File: src/rtl/div_unsigned_seq.sv
// Sequential unsigned restoring divider: one quotient bit per clock.
// A zero divisor is resolved immediately in IDLE (q all ones, r = a, dbz set).
//
// state | meaning
// ------+-----------------------------------------------------------
// IDLE  | waiting for start; zero-divisor requests are answered here
// CALC  | WIDTH restoring steps; the final step publishes q/r/done
module div_unsigned_seq #(
  parameter int WIDTH = 8
) (
  input  logic             clk,
  input  logic             rst,
  input  logic             start,
  input  logic [WIDTH-1:0] a,
  input  logic [WIDTH-1:0] b,
  output logic             busy,
  output logic             done,
  output logic [WIDTH-1:0] q,
  output logic [WIDTH-1:0] r,
  output logic             dbz
);

  localparam int CW = (WIDTH > 2) ? $clog2(WIDTH) : 1;
  localparam logic [CW-1:0] LAST_STEP = CW'(WIDTH - 1);

  typedef enum logic {IDLE, CALC} state_t;

  state_t           state;
  logic [WIDTH-1:0] quo;
  logic [WIDTH:0]   rem;
  logic [WIDTH-1:0] dvsr;
  logic [CW-1:0]    cnt;

  logic [2*WIDTH:0] shifted;
  logic [WIDTH:0]   trial;
  logic [WIDTH:0]   rem_nxt;
  logic [WIDTH-1:0] quo_nxt;

  assign busy = (state == CALC);

  // One restoring step: shift {rem, quo} left, trial-subtract, keep or restore.
  always_comb begin
    shifted = {rem, quo} << 1;
    trial   = shifted[2*WIDTH:WIDTH] - {1'b0, dvsr};
    rem_nxt = shifted[2*WIDTH:WIDTH];
    quo_nxt = shifted[WIDTH-1:0];
    if (!trial[WIDTH]) begin
      rem_nxt    = trial;
      quo_nxt[0] = 1'b1;
    end
  end

  // Control FSM with registered results; done defaults low so it is a pulse.
  always_ff @(posedge clk or posedge rst) begin
    if (rst) begin
      state <= IDLE;
      quo   <= '0;
      rem   <= '0;
      dvsr  <= '0;
      cnt   <= '0;
      q     <= '0;
      r     <= '0;
      dbz   <= 1'b0;
      done  <= 1'b0;
    end else begin
      done <= 1'b0;
      case (state)
        IDLE: begin
          if (start) begin
            if (b != '0) begin
              quo   <= a;
              dvsr  <= b;
              rem   <= '0;
              cnt   <= '0;
              state <= CALC;
            end else begin
              q    <= '1;
              r    <= a;
              dbz  <= 1'b1;
              done <= 1'b1;
            end
          end
        end
        CALC: begin
          quo <= quo_nxt;
          rem <= rem_nxt;
          cnt <= cnt + CW'(1);
          if (cnt == LAST_STEP) begin
            q     <= quo_nxt;
            r     <= rem_nxt[WIDTH-1:0];
            dbz   <= 1'b0;
            done  <= 1'b1;
            state <= IDLE;
          end
        end
        default: state <= IDLE;
      endcase
    end
  end

endmodule

File: config.mk
export PLATFORM = sky130hd
export DESIGN_NAME = div_unsigned_seq
export DESIGN_NICKNAME = d
export VERILOG_FILES = /design/src/rtl/div_unsigned_seq.sv
export SDC_FILE = /design/constraint.sdc
export NUM_CORES = 1
export LEC_CHECK = 0
export ABC_AREA = 1
export CAP_MARGIN = 20
export CELL_PAD_IN_SITES_DETAIL_PLACEMENT = 1
export CELL_PAD_IN_SITES_GLOBAL_PLACEMENT = 2
export CORE_ASPECT_RATIO = 0.5
export CORE_UTILIZATION = 31
export DETAILED_ROUTE_END_ITERATION = 8
export PLACE_DENSITY = 0.77
export SYNTH_ARGS = -nofsm -noshare
export SYNTH_HDL_FRONTEND = slang
export SYNTH_SLANG_ARGS = --single-unit
export TNS_END_PERCENT = 10
File: constraint.sdc
create_clock -name clk -period 2.7 [get_ports clk]
set_clock_uncertainty 0.1 [all_clocks]
set_input_delay 0.27 -clock clk [delete_from_list [all_inputs] [get_ports clk]]
set_output_delay 0.27 -clock clk [all_outputs]
set_load 0.1 [all_outputs]
==> impl_results.md, run 1 <==
- Min Tclk post-route: 2.19 ns
- Hold Path Class: in2async
- Maxcap violations: 0
- Crit path kind: reg2reg
- Post-DRT Antenna Nets: 0
- Clk Latency, worst-skew pair: 0.29 ns
- Detailed-route via count: 2113
- WL per Instance: between 10 and 15 um
- Post-CTS Resized: 0
- Max Freq: 0.456 GHz
- Total CTS buffers: 5
- Die area: 8330 sq um
- Placed Area: 2890 sq um
- Vias per cell: 4.67
- GRT overflow: 0
- Setup WS pre-CTS: 0.292 ns
- Die width: 128 um
- Hold Violations, Final: 0
- Post-synth ARST share: 1.00
- Total negative slack: 0 ns
- Number of global-route vias before repair: ~2200
- Postcts setup bufs: 0
- Initial core utilization: 0.328
- Final Setup Violations: 0
- Share of layout cells above drive strength 1: 0.128
- Iteration-0 DRC count of the detailed router: 75
- Die Span Y: ~65 um
- Dpl hpwl: ~5000 um
- Layout area overhead: 24.0%
- Hold Buf Count CTS: 0
- TritonCTS clock tree: yes
- Register bit total from synthesis: 46
- Antenna Cells: 0
- Row Count: 22
- Post-synth EDFFs: 0
- Reg clk slew, reported paths: approximately 0.060 ns
- CP Launch Type: register
- Syn nets: between 300 and 400
- CTS max path bufs: 2
- Synthesized cell area: 2460 sq um
- Final wirelength: 6700 um
- WP data required: 2.79 ns
- Largest net degree at the start of global routing: between 40 and 50
- Initial antenna violation count: 0
- Slew @ Worst Pin: around 0.60 ns
- Crit path capture type: register
- Register area share after synthesis: 0.467
- CP Data Arrival Time: 2.28 ns
- Final period utilization: 0.812
- Root Buffer: clkbuf_16
- Most frequent cells in the layout: 64 x nand2_1, 46 x dfrtp_1, 38 x nand3_1, 37 x inv_1, 32 x nor2_1
- Nets@finish: 373
- Slew margin rel.: 0.597
- RSZ-0062 raised after global routing: no
- CTS sink count: 46
- Detailed-route DRC error count: 0
- Outcome: completed
- Top_reg_cell synth: dfrtp_1
- Boundary Pins: 38
- Avg Inst Size Synth: 8.11 sq um
- Post-synthesis cell type count: 31
- First-pass DRT Iterations: 4
- Leading cell type in the layout, fill and taps excluded: nand2_1
- H-Tree Depth: 2
- Post-synthesis instance total: 304
- IO Port Bufs: 37
- Final Max Tran Viols: 0
- First-pass GRT wire length: 11400 um
- Core area: 7510 sq um
- Critical Path Fanout Max: 9
- Fin area: 3060 sq um
- PnR worst setup slack: just over 0.5 ns
- Gpl congestion: 0.763
- Ys Warns: 0
- All-layer global routing usage: 0.182
[cell usage after synthesis (2+ instances only)]
library cell  count  area share
nand2_1          64       0.097
dfrtp_1          46        0.47
inv_1            38       0.058
nand3_1          38       0.077
nor2_1           32       0.049
o21ai_0          14       0.028
nor3_1           13       0.026
a21oi_1          11       0.022
ha_1             10       0.051
or2_2             5       0.013
nand2_4           3       0.014
or2_0             3      0.0076
a22o_1            2      0.0071
a31oi_1           2      0.0051
buf_2             2      0.0041
buf_4             2      0.0061
buf_6             2      0.0091
clkbuf_1          2      0.0030
nand4_1           2      0.0051
xor2_1            2      0.0071
[critical path, cell delays in order (launching register included)]
cell     delay [ns]
dfrtp_1        0.38
inv_1          0.09
ha_1           0.14
inv_1          0.07
fa_1           0.41
nand2_1        0.08
nand2_1        0.10
nand3_2        0.11
nand2_1        0.07
nand2_1        0.12
nand2_4        0.10
nand3_1        0.11
nand3_1        0.09
nand2_1        0.07
inv_1          0.04
[per-stage QoR]
step | utilization | hold slack (ns) | std cells
6_report | 0.407 | 0.347 | 452
2_1_floorplan | - | 0.291 | 304
5_1_grt | 0.407 | 0.404 | 452
4_1_cts | 0.407 | 0.368 | 452
3_5_place_dp | 0.385 | 0.373 | 444
3_3_place_gp | 0.385 | 0.370 | 444
[layout make-up]
type	count	area, sq um
Fill cell	912	4460
Sequential cell	46	1150
Multi-Input combinational cell	211	1110
Timing Repair Buffer	40	345
Inverter	39	146
Tap cell	108	135
Clock buffer	6	129
Clock inverter	2	37.5
[flip-flops by register name, summed over array words and instances, names as in the netlist]
| name | flops |
|---|---|
| r | 8 |
| done | 1 |
| dvsr | 8 |
| busy | 1 |
| dbz | 1 |
| cnt | 3 |
| q | 8 |
| rem | 8 |
| quo | 8 |
[final timing paths]
kind                                     from  slack [ns]  cells after the start                   to
max                        quo[7]$_DFFE_PP0P_        0.51                     14     r[7]$_DFFE_PP0P_
min                                       rst        0.35                      3       done$_DFF_PP0_
max reg2reg                quo[7]$_DFFE_PP0P_        0.51                     14     r[7]$_DFFE_PP0P_
min reg2reg                cnt[0]$_DFFE_PP0P_        0.38                      1   cnt[0]$_DFFE_PP0P_
max in group asynchronous                 rst        1.74                      3  dvsr[3]$_DFFE_PP0P_
min in group clk           cnt[0]$_DFFE_PP0P_        0.38                      1   cnt[0]$_DFFE_PP0P_
[kinds of logic after synthesis]
logic type / count (synthesis) / share of synthesized area
AOI/OAI and AO/OA: 32 / 0.0721
muxes: 1 / 0.00457
adders and majority gates: 11 / 0.0589
buffers and inverters: 47 / 0.0817
DFF: 46 / 0.467
and+or+nand+nor: 164 / 0.305
xor gates and xnor gates: 3 / 0.0107
[per-layer routing]
metal / track usage / share of wire
met5: 0 / 0
met4: 0.0529 / 0.011
met1: 0.257 / 0.54
met2: 0.282 / 0.43
met3: 0.0372 / 0.023
Power of run 1 is left out: the tool's default activity adds up to more than one toggle a clock period on the data nets, which glitch-free logic cannot reach.
==> run 2: changes to the inputs <==
--- a/config.mk
+++ b/config.mk
@@ -10,9 +10,9 @@
 export CELL_PAD_IN_SITES_DETAIL_PLACEMENT = 1
 export CELL_PAD_IN_SITES_GLOBAL_PLACEMENT = 2
 export CORE_ASPECT_RATIO = 0.5
-export CORE_UTILIZATION = 31
+export CORE_UTILIZATION = 28
 export DETAILED_ROUTE_END_ITERATION = 8
-export PLACE_DENSITY = 0.77
+export PLACE_DENSITY = 0.73
 export SYNTH_ARGS = -nofsm -noshare
 export SYNTH_HDL_FRONTEND = slang
 export SYNTH_SLANG_ARGS = --single-unit
==> constraint.sdc (replaced) <==
create_clock -name clk -period 1.9 [get_ports clk]
set_clock_uncertainty 0.1 [all_clocks]
set_input_delay 0.19 -clock clk [delete_from_list [all_inputs] [get_ports clk]]
set_output_delay 0.19 -clock clk [all_outputs]
set_load 0.1 [all_outputs]
==> impl_results.md, run 2 (synthesized netlist as in run 1, its figures left out) <==
- Final Setup Violations: 18
- Final Util: 0.426
- WL per Instance: 15.0 um
- All-layer global routing usage: 0.177
- Capturing point of the worst reg2reg path: r[0]$_DFFE_PP0P_
- WP data required: 2.04 ns
- Min Tclk post-route: 2.09 ns
- Placed Area: roughly 3100 sq um
- Boundary Pins: 38
- Detailed-route DRC error count: 0
- Hold Violations, Final: 0
- H-Tree Depth: 2
- Worst R2R Path Depth: 14
- TritonCTS clock tree: yes
- Worst R2R Start: quo[7]$_DFFE_PP0P_
- Slew margin rel.: 0.727
- Iteration-0 DRC count of the detailed router: 96
- Hold Buf Count CTS: 0
- Antenna Cells: 0
- Leading cell type in the layout, fill and taps excluded: nand2_1
- Die area: 9210 sq um
- R2R Setup Slk: -0.19 ns
- CTS sink count: 46
- CTS max path bufs: 2
- Hold Path Class: in2async
- Largest net degree at the start of global routing: 47
- Die Span Y: 68.3 um
- Gpl congestion: 0.764
- RSZ-0062 raised after global routing: yes
- Root Buffer: clkbuf_16
- Crit path kind: reg2reg
- GRT overflow: 0
- Initial core utilization: 0.298
- Slew @ Worst Pin: 0.405 ns
- PnR worst setup slack: -0.191 ns
- Nets@finish: 405
- Clk Latency, worst-skew pair: 0.29 ns
- Outcome: finished with violations
- Initial antenna violation count: 0
- Fin area: 3520 sq um
- Final period utilization: 1.10
- Number of global-route vias before repair: 2352
- Critical Path Fanout Max: 5
- Max Freq: 0.478 GHz
- Row Count: 23
- Violated checks: setup timing
- First-pass DRT Iterations: 4
- IO Port Bufs: 37
- Worst-case hold slack: 0.146 ns
- Post-DRT Antenna Nets: 0
- First-pass GRT wire length: 12100 um
- Dpl hpwl: 5320 um
- Reg clk slew, reported paths: around 0.07 ns
- Final Max Tran Viols: 0
- CP Data Arrival Time: 2.23 ns
- Detailed-route via count: 2250
- Die width: 135 um
- Maxcap violations: 0
- Core area: about 8300 sq um
- Share of layout cells above drive strength 1: 0.279
- Most frequent cells in the layout: 56 x nand2_1, 49 x buf_4, 45 x dfrtp_1, 35 x inv_1, 31 x nor2_1
- # fillers: slightly below 1000
- Crit path capture type: register
- Final wirelength: 7340 um
- CP Launch Type: register
- Total CTS buffers: 5
- Layout area overhead: 42.6%
- Vias per cell: 4.61
==> run 2: cell count changes in the layout (fill, tap and decap cells not counted), sizes merged <==
cell / delta
buf: +31
nand2: +1
==> run 2: critical path, cell delays in order (launching register included) <==
cell     delay [ns]
dfrtp_1        0.39
inv_2          0.08
ha_4           0.12
inv_2          0.04
fa_2           0.36
nand2_2        0.07
nand2_2        0.07
nand3_4        0.10
buf_4          0.13
nand3_4        0.09
nand2_4        0.13
nand3_1        0.13
nand3_2        0.11
nand2_1        0.05
inv_1          0.05
==> run 2: area by class of cell <==
cell class                      instances  area [sq um]  share of cell area
Clock inverter                          2          37.5              0.0107
Sequential cell                        46          1150               0.328
Timing Repair Buffer                   71           619               0.176
Inverter                               39           146              0.0416
Multi-Input combinational cell        212          1290               0.367
Clock buffer                            6           129              0.0367
Tap cell                              112           140              0.0399
==> run 2: repair_timing <==
action	CTS	global route
pin swaps	13	9
gates cloned	1	0
setup endpoints to repair	18	18
setup buffers	6	0
resized for setup	22	16
==> run 2: metal layers <==
layer / part of all wire / vias to the layer above / wire length [um] / global-route usage
met4: 0.014 / 0 / 104 / 0.0604
met2: 0.44 / 39 / 3210 / 0.289
met1: 0.52 / 1073 / 3810 / 0.236
li1: - / 1127 / - / -
met5: 0 / - / 0 / 0
met3: 0.029 / 11 / 216 / 0.0370
==> run 2: per-stage QoR <==
| stage | TNS (ns) | setup WS, ns | std cells |
|---|---|---|---|
| finish | -2.03 | -0.191 | 488 |
| global route | -3.81 | -0.293 | 488 |
| CTS | -2.20 | -0.200 | 488 |
| detailed placement | -2.34 | -0.232 | 473 |
| global placement | -0.916 | -0.148 | 473 |
| floorplan | 0 | 0.0251 | 304 |
==> run 2: how the worst max path moves through the flow <==
stage / from / endpoint / slack [ns] / depth (start not counted)
after floorplan: quo[7]$_DFFE_PP0P_ / r[7]$_DFFE_PP0P_ / 0.03 / 14
after global placement: quo[7]$_DFFE_PP0P_ / r[0]$_DFFE_PP0P_ / -0.15 / 14
after detailed placement: quo[7]$_DFFE_PP0P_ / r[0]$_DFFE_PP0P_ / -0.23 / 14
after CTS: quo[7]$_DFFE_PP0P_ / r[4]$_DFFE_PP0P_ / -0.20 / 15
after global routing: rem[4]$_DFFE_PP0P_ / r[6]$_DFFE_PP0P_ / -0.29 / 11
final: quo[7]$_DFFE_PP0P_ / r[0]$_DFFE_PP0P_ / -0.19 / 14
Power of run 2 is left out for the same reason.
